## src/rtl/key_conditioner.sv

```systemverilog
// key_conditioner: synchronises, debounces and edge-detects active-low pushbuttons.
// Optional per-key auto-repeat of press pulses when KEY_AUTOREPEAT_EN is defined.
module key_conditioner #(
    parameter int NUM_KEYS        = 4,
    parameter int DEBOUNCE_CYCLES = 500000,
    parameter int REPEAT_DELAY    = 25000000,
    parameter int REPEAT_PERIOD   = 5000000
) (
    input  logic                clock,
    input  logic                reset,
    input  logic [NUM_KEYS-1:0] key_n,
    output logic [NUM_KEYS-1:0] level,
    output logic [NUM_KEYS-1:0] press,
    output logic [NUM_KEYS-1:0] key_release
);

    localparam int               CNT_W    = $clog2(DEBOUNCE_CYCLES + 1);
    localparam logic [CNT_W-1:0] CNT_LAST = CNT_W'(DEBOUNCE_CYCLES - 1);
    localparam logic [CNT_W-1:0] CNT_ONE  = CNT_W'(1);

    if (DEBOUNCE_CYCLES < 1 || REPEAT_DELAY < 1 || REPEAT_PERIOD < 1) begin : g_param_check
        $error("key_conditioner: DEBOUNCE_CYCLES, REPEAT_DELAY and REPEAT_PERIOD must be >= 1");
    end

    for (genvar g = 0; g < NUM_KEYS; g++) begin : g_key
        logic             r_sync1;
        logic             r_sync2;
        logic             r_level;
        logic             r_press;
        logic             r_release;
        logic [CNT_W-1:0] r_cnt;
        logic             w_cur;
        logic             w_differs;
        logic             w_flip;
        logic             w_repeat;

        assign w_cur     = ~r_sync2;
        assign w_differs = (w_cur != r_level);
        assign w_flip    = w_differs && (r_cnt == CNT_LAST);

`ifdef KEY_AUTOREPEAT_EN
        localparam int RPT_MAX = (REPEAT_DELAY > REPEAT_PERIOD) ? REPEAT_DELAY : REPEAT_PERIOD;
        localparam int RPT_W   = $clog2(RPT_MAX + 1);
        localparam logic [RPT_W-1:0] RPT_DELAY_LAST  = RPT_W'(REPEAT_DELAY - 1);
        localparam logic [RPT_W-1:0] RPT_PERIOD_LAST = RPT_W'(REPEAT_PERIOD - 1);
        localparam logic [RPT_W-1:0] RPT_ONE         = RPT_W'(1);

        logic [RPT_W-1:0] r_rpt_cnt;
        logic             r_rpt_armed;

        // A release flip wins over a repeat so press and release never coincide.
        assign w_repeat = r_level && !w_flip &&
                          (r_rpt_cnt == (r_rpt_armed ? RPT_PERIOD_LAST : RPT_DELAY_LAST));

        always_ff @(posedge clock or negedge reset) begin
            if (!reset) begin
                r_rpt_cnt   <= '0;
                r_rpt_armed <= 1'b0;
            end else if (!r_level || w_flip) begin
                r_rpt_cnt   <= '0;
                r_rpt_armed <= 1'b0;
            end else if (w_repeat) begin
                r_rpt_cnt   <= '0;
                r_rpt_armed <= 1'b1;
            end else begin
                r_rpt_cnt   <= r_rpt_cnt + RPT_ONE;
            end
        end
`else
        assign w_repeat = 1'b0;
`endif

        always_ff @(posedge clock or negedge reset) begin
            if (!reset) begin
                // NOTE: synchroniser resets to 1 (released) so leaving reset never looks like a press.
                r_sync1   <= 1'b1;
                r_sync2   <= 1'b1;
                r_level   <= 1'b0;
                r_press   <= 1'b0;
                r_release <= 1'b0;
                r_cnt     <= '0;
            end else begin
                // NOTE: non-blocking, so r_sync2 takes the old r_sync1 and the two stages stay distinct.
                r_sync1   <= key_n[g];
                r_sync2   <= r_sync1;
                r_press   <= (w_flip && w_cur) || w_repeat;
                r_release <= w_flip && !w_cur;
                if (w_flip) begin
                    r_level <= w_cur;
                    r_cnt   <= '0;
                end else if (w_differs) begin
                    r_cnt   <= r_cnt + CNT_ONE;
                end else begin
                    r_cnt   <= '0;
                end
            end
        end

        assign level[g]       = r_level;
        assign press[g]       = r_press;
        assign key_release[g] = r_release;
    end

endmodule

```

## config.mk

```make
export PLATFORM = sky130hd
export DESIGN_NAME = key_conditioner
export DESIGN_NICKNAME = d
export VERILOG_FILES = /design/src/rtl/key_conditioner.sv
export SDC_FILE = /design/constraint.sdc
export NUM_CORES = 1
export LEC_CHECK = 0
export ABC_AREA = 1
export BUFFER_PORTS_ARGS = -buffer_cell sky130_fd_sc_hd__buf_4
export CORE_MARGIN = 3
export CORE_UTILIZATION = 30
export CTS_CLUSTER_DIAMETER = 30
export CTS_CLUSTER_SIZE = 14
export DETAILED_ROUTE_END_ITERATION = 8
export PLACE_DENSITY = 0.47
export SLEW_MARGIN = 30
export SYNTH_ARGS = -nofsm -noshare
export SYNTH_HDL_FRONTEND = slang
export SYNTH_SLANG_ARGS = --single-unit
```

## constraint.sdc

```tcl
create_clock -name clock -period 3.6 [get_ports clock]
set_input_delay 0.72 -clock clock [delete_from_list [all_inputs] [get_ports clock]]
set_output_delay 0.72 -clock clock [all_outputs]
set_load 0.03 [all_outputs]
```

==> impl_metrics.csv <==
group,metric,value,unit
run_status,outcome,"finished clean",
routing,first_iter_violations,228,
power,switchingPower,520.9,uW
power,ir_drop,0.2133,mV
timing,max_freq,579.2,MHz
timing,hold_viol,0,
setup_path,critPathArrivalTime,1.97,ns
clocking,cts_sinks,96,
timing,slew_headroom,54.09,%
layout,drive_gt1_share,8.345,%
yosys,syn_avg_cell_area,7.398,um^2
yosys,syn_inst,713,
setup_path,crit_fanout,11,
place,portBuffers,17,
global_routing,grt_use_total,12.41,%
timing,maxSlewViolCount,0,
timing,skew,0.006988,ns
place,dpl.hpwl,8.490,mm
floorplan,ioPinCount,18,
timing,setup_tns,0,ns
timing,rsz0062_at_grt,"false",
power,power_frac_seq,52.3,%
min_path,hp-class,"flop to flop",
clocking,htreeDepth,3,
routing,drc,0,
floorplan,dieArea,19210,um^2
setup_path,crit_buf_inv,2,
timing,fin_crit,1.727,ns
global_routing,grt_pass1_vias,4094,
clocking,cts_setup_buffers,0,
setup_path,critPathTopFamily,"simple AND/OR/NAND/NOR gates",
setup_path,worstSetupPathType,"flop to flop",
timing,fin_crit_sh,47.96,%
power,p_sw_share,24.61,%
floorplan,initial_utilization,31.26,%
setup_path,reg2reg_from,"g_key[2].r_sync2",
yosys,syn_area,5275,um^2
place,gp_congestion,0.8751,
power,power_density,360.8,nW/um^2
setup_path,max_stage_delay,0.55,ns
routing,drt-wirelength-per-cell,12.17,um
routing,wl,11.58,mm
routing,via_per_inst,4.491,
setup_path,crit_start,"g_key[2].r_sync2",
setup_path,endpoint_kind,"flop",
global_routing,grt_pass1_wl,19.85,mm
run,drv_cap,0,
clocking,cts-buffers-inserted,9,
yosys,synth_seq_cells,96,
yosys,synth_nets,723,
clocking,cts-hold-fix-buffers,0,
yosys,ys_warn_count,0,
power,p_clk_share,44.4,%
routing,vias,4271,
timing,setup_viol,0,
setup_path,cp_slowest_cell,"dfstp_2",
layout,final_common_cell,"nor2_1",
clocking,cts_resized,0,
clocking,cts_root_buffer,"clkbuf_16",
yosys,synth_edf_count,0,
global_routing,grt_overflow,0,
clocking,clk_latency,0.35,ns
setup_path,start_kind,"flop",
layout,num-fill-cells,1750,
global_routing,antenna_found_initial,0,
timing,fin_ws,1.873,ns
yosys,ys_seq_area_share,45.73,%
yosys,synth_cell_types,28,
routing,first_pass_iters,6,
floorplan,coreArea,16880,um^2
timing,worst_slew_pin_slew,0.6887,ns
global_routing,grt_max_degree,53,
setup_path,path_depth,7,
place,dp_slack,1.878,ns
floorplan,std_cell_rows,47,
yosys,ys.flop_type,"dfrtp_1",
min_path,holdPathStages,0,
routing,antenna_left,0,
setup_path,crit_required,3.84,ns
clocking,cts_tree,"built",
clocking,clk_pin_slew,0.07,ns
layout,area_growth,11.22,%
power,p_int,1596,uW
setup_path,cpMostUsedCell,"inv_1",
layout,diodes,0,
clocking,clock_path_buffers,2,
layout,final_nets,736,
setup_path,r2r_cells,7,
floorplan,dieHeight,138.6,um
min_path,min-delay-start,"g_key[1].r_sync1",
power,combPwrFrac,3.4,%
setup_path,crit_chain,"inv_1, nand2_1, nand2_4, nor2_1, nand3_1, o21ai_1, inv_1",
floorplan,die_x,138.6,um
power,p_leak,0.002779,uW
layout,final_cell_mix,"nor2_1 (180), nand2_1 (153), inv_1 (93)",
yosys,synthArstFlopShare,100.0,%
[path summary, 6_finish.rpt]
kind	to	slack (ns)
max reg2reg	g_key[2].r_level	1.87
max in group asynchronous	g_key[0].r_sync2	2.45
min	g_key[1].r_sync2	0.36
min reg2reg	g_key[1].r_sync2	0.36
min in group asynchronous	g_key[3].r_cnt[2]	0.41
max	g_key[2].r_level	1.87
[power by group through the flow]
stage                     Combinational (uW)  Sequential, uW  Clock [uW]
final                                   71.1            1110         939
after global routing                    84.0            1110        1020
after CTS                               74.8            1110         972
after detailed placement                74.9            1130           0
after global placement                  74.4            1130           0
after floorplan                         34.7            1120           0
[layout make-up]
cell class	instances	area, um^2	area share (%)
inverters	94	352.8	6.014
clock inverters	7	58.81	1.002
well taps	220	275.3	4.692
multi-input cells	507	2395	40.82
flip-flops and latches	96	2412	41.12
clock buffers	9	225.2	3.839
repair buffers	18	147.6	2.517
[cells by family after synthesis]
kind of cell | count (synthesis) | share of synthesized area [%]
simple gates | 452 | 36.86
xor+xnor | 36 | 5.977
buf+inv | 110 | 8.871
compound gates | 15 | 1.613
flops | 96 | 45.73
fa+ha+maj | 4 | 0.9488
[flip-flops by register name, summed over array words and instances, names as in the netlist]
signal and cells:
g_key.r_cnt 76, g_key.r_level 4, g_key.r_press 4, g_key.r_release 4, g_key.r_sync1 4, g_key.r_sync2 4
[cells in the mapped netlist, types with 4 or more instances]
cell type / n / area share, %
nor3_1: 4 / 0.38
nand2_2: 6 / 0.71
xor2_1: 24 / 4.0
nand4_1: 17 / 2.0
nor2_2: 7 / 0.83
dfstp_2: 8 / 4.0
a21oi_1: 6 / 0.57
ha_1: 4 / 0.95
nand3_1: 66 / 6.3
buf_4: 12 / 1.7
nor2_1: 180 / 13
xnor2_1: 12 / 2.0
nand2_1: 153 / 11
nand3b_1: 9 / 1.3
dfrtp_1: 88 / 42
and2_1: 4 / 0.47
inv_1: 93 / 6.6
[metrics by stage]
step / hold slack (ns) / power (uW) / instances / cell area, um^2 / util [%]
after floorplan: 0.3452 / 1160 / 713 / 5275 / -
after global placement: 0.3468 / 1201 / 935 / 5583 / 33.08
after detailed placement: 0.3498 / 1202 / 935 / 5583 / 33.08
after CTS: 0.3546 / 2153 / 951 / 5867 / 34.76
after global routing: 0.3561 / 2215 / 951 / 5867 / 34.76
final: 0.3566 / 2117 / 951 / 5867 / 34.76
[metal layers]
layer	global-route usage, %	vias to the layer above	wire, um
li1	-	2216	-
met1	17.24	1978	5824
met2	19.04	60	5142
met3	2.276	17	379
met4	5.304	0	230
met5	0	-	0
Note: power is estimated with default switching activity, not from simulation.
